## src/rtl/core_sequencer_pkg.sv

```systemverilog
// core_sequencer_pkg: shared state/cause encodings and default constants for the sequencer
// Contents: seq_state_e (FSM states), halt_cause_e (reason reported on halted),
// default RESET_PC / PC_STEP / TIMEOUT_CYCLES values used by core_sequencer.
package core_sequencer_pkg;

    typedef enum logic [2:0] {
        IDLE,
        FETCH,
        DECODE,
        EXECUTE,
        WRITEBACK,
        HALT
    } seq_state_e;

    typedef enum logic [1:0] {
        HC_NONE     = 2'd0,
        HC_HALT_REQ = 2'd1,
        HC_ILLEGAL  = 2'd2,
        HC_TIMEOUT  = 2'd3
    } halt_cause_e;

    localparam logic [31:0] DEF_RESET_PC       = 32'h0;
    localparam int          DEF_PC_STEP        = 1;
    localparam int          DEF_TIMEOUT_CYCLES = 16;

endpackage

```

## src/rtl/seq_watchdog.sv

```systemverilog
// seq_watchdog: counts consecutive FETCH cycles without an acknowledge
// Ports: clk, reset_n (sync, active-low), clear (hold count at zero),
// inc (one more cycle without ack), at_limit (current cycle is the LIMIT-th waiting cycle).
// Instantiated by core_sequencer only when SEQ_IMEM_TIMEOUT_EN is defined.
module seq_watchdog #(
    parameter int LIMIT = 16
) (
    input  logic clk,
    input  logic reset_n,
    input  logic clear,
    input  logic inc,
    output logic at_limit
);

    localparam int W = $clog2(LIMIT + 1);

    logic [W-1:0] cnt;

    always_ff @(posedge clk) begin
        if (!reset_n || clear)
            cnt <= '0;
        else if (inc)
            cnt <= cnt + W'(1);
    end

    // cnt holds the waiting cycles already elapsed, so LIMIT-1 marks the last allowed one
    assign at_limit = (cnt == W'(LIMIT - 1));

endmodule

```

## src/rtl/core_sequencer.sv

```systemverilog
// core_sequencer: multi-cycle FETCH/DECODE/EXECUTE/WRITEBACK control FSM owning pc, ir and the imem handshake
// Ports: clk, reset_n (sync, active-low); run / halt_req issue control;
// imem_req/imem_addr/imem_ack/imem_rdata fetch handshake; ir/ir_valid instruction register;
// illegal, wb_needed, redirect_valid/redirect_pc from decode/execute; ex_en/rf_we datapath strobes;
// pc, halted, halt_cause, retire_count status.
// Option: define SEQ_IMEM_TIMEOUT_EN to halt (cause 3) after TIMEOUT_CYCLES fetch cycles without ack.
module core_sequencer
    import core_sequencer_pkg::*;
#(
    parameter int              XLEN           = 32,
    parameter logic [XLEN-1:0] RESET_PC       = XLEN'(DEF_RESET_PC),
    parameter int              PC_STEP        = DEF_PC_STEP,
    parameter int              TIMEOUT_CYCLES = DEF_TIMEOUT_CYCLES
) (
    input  logic            clk,
    input  logic            reset_n,
    input  logic            run,
    input  logic            halt_req,
    output logic            imem_req,
    output logic [XLEN-1:0] imem_addr,
    input  logic            imem_ack,
    input  logic [31:0]     imem_rdata,
    output logic [31:0]     ir,
    output logic            ir_valid,
    input  logic            illegal,
    input  logic            wb_needed,
    input  logic            redirect_valid,
    input  logic [XLEN-1:0] redirect_pc,
    output logic            ex_en,
    output logic            rf_we,
    output logic [XLEN-1:0] pc,
    output logic            halted,
    output logic [1:0]      halt_cause,
    output logic [31:0]     retire_count
);

    seq_state_e      state, state_nx;
    halt_cause_e     cause, cause_nx;
    logic [XLEN-1:0] next_pc;
    logic            timeout;

`ifdef SEQ_IMEM_TIMEOUT_EN
    seq_watchdog #(
        .LIMIT(TIMEOUT_CYCLES)
    ) u_watchdog (
        .clk     (clk),
        .reset_n (reset_n),
        .clear   (state != FETCH),
        .inc     (state == FETCH && !imem_ack),
        .at_limit(timeout)
    );
`else
    logic unused_timeout_cfg;
    assign unused_timeout_cfg = ^TIMEOUT_CYCLES;
    assign timeout = 1'b0;
`endif

    always_comb begin
        state_nx = state;
        cause_nx = cause;
        case (state)
            IDLE:      state_nx = run ? FETCH : IDLE;
            FETCH: begin
                // an ack on the limit cycle wins over the timeout
                if (imem_ack) begin
                    state_nx = DECODE;
                end else if (timeout) begin
                    state_nx = HALT;
                    cause_nx = HC_TIMEOUT;
                end
            end
            DECODE: begin
                state_nx = illegal ? HALT : EXECUTE;
                cause_nx = illegal ? HC_ILLEGAL : cause;
            end
            EXECUTE:   state_nx = WRITEBACK;
            WRITEBACK: begin
                state_nx = halt_req ? HALT : (run ? FETCH : IDLE);
                cause_nx = halt_req ? HC_HALT_REQ : cause;
            end
            HALT:      state_nx = HALT;
            default:   state_nx = IDLE;
        endcase
    end

    always_ff @(posedge clk) begin
        if (!reset_n) begin
            state        <= IDLE;
            cause        <= HC_NONE;
            pc           <= RESET_PC;
            next_pc      <= RESET_PC;
            ir           <= '0;
            ir_valid     <= 1'b0;
            retire_count <= '0;
        end else begin
            state <= state_nx;
            cause <= cause_nx;
            if (state == FETCH && imem_ack) begin
                ir       <= imem_rdata;
                ir_valid <= 1'b1;
            end
            if (state == EXECUTE)
                next_pc <= redirect_valid ? redirect_pc : pc + XLEN'(PC_STEP);
            if (state == WRITEBACK) begin
                pc           <= next_pc;
                retire_count <= retire_count + 32'd1;
            end
        end
    end

    assign imem_req   = (state == FETCH);
    assign imem_addr  = pc;
    assign ex_en      = (state == EXECUTE);
    assign rf_we      = (state == WRITEBACK) && wb_needed;
    assign halted     = (state == HALT);
    assign halt_cause = cause;

endmodule
```

## config.mk

```make
export PLATFORM = sky130hd
export DESIGN_NAME = core_sequencer
export DESIGN_NICKNAME = d
export VERILOG_FILES = /design/src/rtl/core_sequencer_pkg.sv /design/src/rtl/seq_watchdog.sv /design/src/rtl/core_sequencer.sv
export SDC_FILE = /design/constraint.sdc
export NUM_CORES = 1
export LEC_CHECK = 0
export CAP_MARGIN = 20
export CORE_ASPECT_RATIO = 0.9
export CORE_MARGIN = 2
export CORE_UTILIZATION = 49
export DETAILED_ROUTE_END_ITERATION = 12
export MAX_ROUTING_LAYER = met4
export PLACE_DENSITY = 0.88
export SLEW_MARGIN = 20
export SYNTH_ARGS = -nofsm -noshare
export SYNTH_HDL_FRONTEND = slang
export SYNTH_HIERARCHICAL = 1
export SYNTH_SLANG_ARGS = --single-unit
```

## constraint.sdc

```tcl
create_clock -name clk -period 4.3 [get_ports clk]
set_input_delay 0.86 -clock clk [delete_from_list [all_inputs] [get_ports clk]]
set_output_delay 0.86 -clock clk [all_outputs]
set_load 0.05 [all_outputs]
```

## Yosys cells after proc, flatten, opt, wreduce, memory -nomap -nowiden

Cells that the tools add are included.

- Output and inout port bits: 135
- Bits in registers: 134
- Word-level logic and storage cells: 31
- Bits of input ports: 72

- Reduce and logical (&&, ||, !) cells: 5
- Muxes and demuxes: 9
- Eq/ne operators: 8
- Add/sub/neg operators: 2

Operator list:

| operator | count |
|---|---|
| $add A32 B1 Y32 const B | 2 |
| $mux W32 | 1 |
| $pmux W3 S6 | 1 |
| $mux W3 | 3 |
| $eq A3 B2 Y1 const B | 2 |
| $eq A3 B3 Y1 const B | 2 |
| $mux W2 | 2 |
| $ne A2 B2 Y1 const B | 2 |
| $pmux W2 S2 | 1 |
| $eq A3 B1 Y1 const B | 1 |
| $logic_not A3 Y1 | 1 |
| $reduce_and A3 Y1 | 1 |
| $logic_and A1 B1 Y1 | 2 |
| $ne A2 B1 Y1 const B | 1 |
| $reduce_bool A2 Y1 | 1 |
| $mux W1 | 1 |

## Logic depth before layout (Yosys ltp)

- Depth after elaboration: 3
- Depth in mapped cells: 7
- Depth with buffers taken out: 6

## Worst setup path after synthesis

Ideal clock, no wire load.

- Path kind: register to output
- From: register state[2]
- To: output rf_we
- Required time: 3.440 ns
- Cell stages (with the launch flop): 6
- Path buffers: 3
- Setup slack: 1.558 ns
- Data arrival time: 1.882 ns
- Cells stage by stage: dfxtp_1 clkbuf_1 nor3b_1 clkbuf_1 buf_1 and2_1

- Word-level cells in the longest chain between the ends: 2

RTL lines:

| element | line | source |
|---|---|---|
| start, declared | core_sequencer.sv:37 | `seq_state_e state, state_nx;` |
| start signal, assigned | core_sequencer.sv:96 | `state <= state_nx;` |
| $eq A3 B3 Y1 | core_sequencer.sv:114 | `assign rf_we = (state == WRITEBACK) && wb_needed;` |
| $logic_and A1 B1 Y1 | core_sequencer.sv:114 |  |
| end, declared | core_sequencer.sv:30 | `output logic rf_we,` |

No other way between the ends.

## Worst setup path in the final report

Ends and elaborated chain as after synthesis.

==> run_summary.xml <==
<?xml version="1.0" encoding="UTF-8"?>
<metrics>
  <group name="hold_path">
    <metric name="worst_hold_path_type" unit="">flip-flop to flip-flop</metric>
    <metric name="hold_path_startpoint" unit="">next_pc[1]$_SDFFE_PN0P_</metric>
    <metric name="min_path_cells" unit="">2</metric>
    <metric name="holdPathEnd" unit="">imem_addr[1]$_SDFFE_PN0P_</metric>
  </group>
  <group name="clock_network">
    <metric name="clock-root-buffer" unit="">sky130_fd_sc_hd__clkbuf_16</metric>
    <metric name="holdBufCountCts" unit="">0</metric>
    <metric name="cts_post_setup_buffers_inserted" unit="">0</metric>
    <metric name="tritoncts" unit="">built</metric>
    <metric name="cts.path.max_buffers" unit="">2</metric>
    <metric name="numClockSinks" unit="">134</metric>
    <metric name="ctsResizeCount" unit="">0</metric>
    <metric name="cts.clk_slew.worst_paths" unit="ns">0.06</metric>
    <metric name="cts_h_tree_depth" unit="">4</metric>
    <metric name="clock_insertion_delay_worst_skew" unit="ns">0.40</metric>
    <metric name="numCtsBuffers" unit="">17</metric>
  </group>
  <group name="floorplan">
    <metric name="row_count" unit="">38</metric>
    <metric name="fp.coreArea" unit="sq um">12100</metric>
    <metric name="die_area" unit="sq um">13400</metric>
    <metric name="io-pin-count" unit="">207</metric>
    <metric name="initial_core_util" unit="%">50.5</metric>
    <metric name="die_height" unit="um">110</metric>
    <metric name="die_width" unit="um">122</metric>
  </group>
  <group name="global_routing">
    <metric name="groute.usage.overall" unit="%">25.3</metric>
    <metric name="globalRoute.totalOverflow" unit="">0</metric>
    <metric name="antenna_found_initial" unit="">0</metric>
    <metric name="grt_first_pass_wirelength" unit="um">26100</metric>
    <metric name="maximum_number_of_pins_on_one_net_before_global_route_repair" unit="">69</metric>
    <metric name="vias_in_the_first_global_route" unit="">5349</metric>
  </group>
  <group name="final_layout">
    <metric name="syn2layout_area_growth" unit="%">40.1</metric>
    <metric name="drive_gt1_share" unit="%">4.90</metric>
    <metric name="multi_input_comb_area" unit="sq um">2970</metric>
    <metric name="antenna-diode-count" unit="">0</metric>
    <metric name="mostFrequentLayoutCells" unit="">sky130_fd_sc_hd__clkdlybuf4s50_1, sky130_fd_sc_hd__nand2_1, sky130_fd_sc_hd__dfxtp_1</metric>
    <metric name="layout.cells.most_common" unit="">sky130_fd_sc_hd__clkdlybuf4s50_1</metric>
    <metric name="final.fill_count" unit="">965</metric>
    <metric name="area.sequential" unit="sq um">2680</metric>
    <metric name="final_area" unit="sq um">8580</metric>
    <metric name="finish.net_count" unit="">1001</metric>
  </group>
  <group name="sta">
    <metric name="slew-limit-headroom" unit="%">28.3</metric>
    <metric name="final-max-slew-violation-count" unit="">0</metric>
    <metric name="timing.final.crit_period" unit="ns">3.20</metric>
    <metric name="finalSetupTns" unit="ns">0</metric>
    <metric name="max_freq" unit="MHz">313</metric>
    <metric name="timing.final.hold_violations" unit="">0</metric>
    <metric name="rsz0062_at_grt" unit="">no</metric>
    <metric name="layout_worst_path_cycle_share" unit="%">74.3</metric>
    <metric name="worst_clock_skew" unit="ns">0.0105</metric>
    <metric name="timing.final.setup_violations" unit="">0</metric>
    <metric name="tightestPinTransition" unit="ns">1.07</metric>
  </group>
  <group name="pwr">
    <metric name="cellPowerDensity" unit="nW/um^2">337</metric>
    <metric name="power.share.sequential" unit="%">44.2</metric>
    <metric name="internal-power" unit="mW">2.18</metric>
    <metric name="switchingPower" unit="mW">0.711</metric>
    <metric name="power.ir.vdd_worst" unit="mV">0.254</metric>
    <metric name="switching_share" unit="%">24.6</metric>
    <metric name="clkPwrFrac" unit="%">46.3</metric>
    <metric name="leakage" unit="nW">2.85</metric>
    <metric name="combPwrFrac" unit="%">9.4</metric>
  </group>
  <group name="routing">
    <metric name="vias_per_cell" unit="">5.42</metric>
    <metric name="detail_route.iter0.violations" unit="">460</metric>
    <metric name="postRouteWirelength" unit="um">16700</metric>
    <metric name="drc" unit="">0</metric>
    <metric name="vias" unit="">5961</metric>
    <metric name="detail_route.wl_per_cell" unit="um">15.2</metric>
    <metric name="postRouteAntennaNets" unit="">0</metric>
    <metric name="dr.pass1.iters" unit="">7</metric>
  </group>
  <group name="yosys">
    <metric name="synth_top_cell_area_share" unit="%">43.8</metric>
    <metric name="synthArstFlopShare" unit="%">0</metric>
    <metric name="syn-instance-count" unit="">777</metric>
    <metric name="synth_area_leaders" unit="">sky130_fd_sc_hd__dfxtp_1, sky130_fd_sc_hd__nand2_1, sky130_fd_sc_hd__a21oi_1, sky130_fd_sc_hd__xnor2_1, sky130_fd_sc_hd__buf_4</metric>
    <metric name="synth-edff-count" unit="">0</metric>
    <metric name="synth.cell_area" unit="sq um">6130</metric>
    <metric name="synth.yosys.warnings" unit="">6</metric>
    <metric name="yosys_reg_bits" unit="">134</metric>
    <metric name="netlist-cell-type-count" unit="">43</metric>
    <metric name="synth_nets" unit="">851</metric>
    <metric name="synth_area_leader_cell" unit="">sky130_fd_sc_hd__dfxtp_1</metric>
    <metric name="synth.avg_cell_area" unit="sq um">7.89</metric>
    <metric name="seq_area_frac_synth" unit="%">43.8</metric>
    <metric name="synth_top_flop_cell" unit="">sky130_fd_sc_hd__dfxtp_1</metric>
  </group>
  <group name="setup_path">
    <metric name="worst_setup_end_kind" unit="">output port</metric>
    <metric name="reg2reg_end" unit="">next_pc[19]$_SDFFE_PN0P_</metric>
    <metric name="worst_r2r_startpoint" unit="">state[0]$_SDFFE_PN0P_</metric>
    <metric name="timing.critical_path.slowest_stage_cell" unit="">sky130_fd_sc_hd__clkdlybuf4s50_1</metric>
    <metric name="critical_path_class" unit="">flip-flop to output port</metric>
    <metric name="setup.worst_path.start_class" unit="">flip-flop</metric>
    <metric name="worstPathCellList" unit="">nor3b_2, and2_1, clkdlybuf4s50_1</metric>
    <metric name="critPathTopFamily" unit="">buffers and inverters</metric>
    <metric name="worst-path-max-fanout" unit="">11</metric>
    <metric name="r2r.worst_path.cells" unit="">4</metric>
    <metric name="required" unit="ns">3.44</metric>
    <metric name="path_depth" unit="">3</metric>
    <metric name="crit_buf_inv" unit="">1</metric>
    <metric name="worst_stage_delay_on_the_critical_path" unit="ns">0.79</metric>
    <metric name="setup.reg_to_reg.worst_slack" unit="ns">1.66</metric>
    <metric name="worst-endpoint-arrival" unit="ns">2.34</metric>
  </group>
  <group name="placed_design">
    <metric name="port_buffers" unit="">206</metric>
    <metric name="place.gp.congestion" unit="">0.819</metric>
    <metric name="hpwlAfterDp" unit="um">11300</metric>
    <metric name="dpl_cell_area" unit="sq um">8030</metric>
  </group>
  <group name="flow_run">
    <metric name="max_cap_violations" unit="">0</metric>
  </group>
  <group name="outcome">
    <metric name="outcome" unit="">finished, final reports clean</metric>
  </group>
</metrics>
[state kept, by name, indices dropped and copies added (netlist names)]
signal	count
imem_addr	32
ir	32
next_pc	32
retire_count	32
state	3
halt_cause	2
ir_valid	1
[per-layer routing]
| layer | track usage [%] | vias to the layer above | routed length [um] |
|---|---|---|---|
| met5 | - | - | 0 |
| met4 | 6.24 | 0 | 131 |
| met3 | 6.64 | 10 | 1200 |
| met2 | 40.7 | 232 | 8130 |
| met1 | 32.1 | 2788 | 7240 |
| li1 | - | 2931 | - |
[cells by family (layout without fill, tap and decap cells)]
family                   after synthesis  after routing  synth area share, %
multiplexers                           4              4                0.653
AO/OA/AOI/OAI                        152            152                 13.6
XOR/XNOR                              51             51                 7.29
flip-flops                           134            134                 43.8
AND/OR/NAND/NOR                      340            340                 26.4
buffers and inverters                 94            256                 7.88
adder cells (fa/ha/maj)                2              2                0.408
[worst max path at each step]
stage / from / endpoint
floorplan: state[2]$_SDFFE_PN0P_ / rf_we
global placement: wb_needed / rf_we
detailed placement: wb_needed / rf_we
CTS: state[2]$_SDFFE_PN0P_ / rf_we
global route: state[2]$_SDFFE_PN0P_ / rf_we
finish: state[2]$_SDFFE_PN0P_ / rf_we
[synthesized netlist by cell type, types with 7 or more instances]
library cell,n
sky130_fd_sc_hd__dfxtp_1,134
sky130_fd_sc_hd__nor4_1,10
sky130_fd_sc_hd__nor3_1,16
sky130_fd_sc_hd__clkbuf_1,49
sky130_fd_sc_hd__nand3b_1,7
sky130_fd_sc_hd__o22ai_1,11
sky130_fd_sc_hd__o21ai_0,16
sky130_fd_sc_hd__and4_1,11
sky130_fd_sc_hd__nand2_1,174
sky130_fd_sc_hd__nand4_1,16
sky130_fd_sc_hd__buf_4,32
sky130_fd_sc_hd__xor2_1,22
sky130_fd_sc_hd__a21oi_1,101
sky130_fd_sc_hd__and3_1,20
sky130_fd_sc_hd__inv_1,7
sky130_fd_sc_hd__nand3_1,28
sky130_fd_sc_hd__xnor2_1,29
sky130_fd_sc_hd__o211ai_1,8
sky130_fd_sc_hd__nor2_1,36
[per-stage QoR]
step / hold slack (ns) / utilization, % / total power, mW / cells / setup slack, ns
6_report: 0.450 / 70.8 / 2.89 / 1099 / 1.10
5_1_grt: 0.458 / 70.8 / 2.99 / 1099 / 0.954
4_1_cts: 0.449 / 70.8 / 2.92 / 1099 / 1.05
3_5_place_dp: 0.442 / 66.3 / 1.58 / 1068 / 1.23
3_3_place_gp: 0.437 / 66.3 / 1.58 / 1068 / 1.22
2_1_floorplan: 0.431 / - / 1.45 / 777 / 1.56
[worst register-to-register path, stage by stage (launching register included)]
cell and delay, ns:
sky130_fd_sc_hd__dfxtp_1 0.55, sky130_fd_sc_hd__nand3b_1 0.63, sky130_fd_sc_hd__nor2_1 0.68, sky130_fd_sc_hd__nand2_1 0.42
sky130_fd_sc_hd__o22ai_1 0.28
[power groups by stage]
stage	clock (mW)	combinational, mW	sequential [mW]
global placement	0	0.270	1.31
CTS	1.36	0.273	1.28
detailed placement	0	0.271	1.31
floorplan	0	0.0908	1.36
finish	1.34	0.273	1.28
global route	1.41	0.291	1.28
[area by class of cell]
| cell class | instances | share of cell area, % |
|---|---|---|
| clock buffer | 19 | 5.16 |
| clock inverter | 12 | 1.25 |
| inverter | 9 | 0.408 |
| multi-input combinational | 549 | 34.6 |
| sequential | 134 | 31.3 |
| tap | 160 | 2.33 |
| timing repair buffer | 216 | 25.0 |
Power figures use the tool's default switching activity.
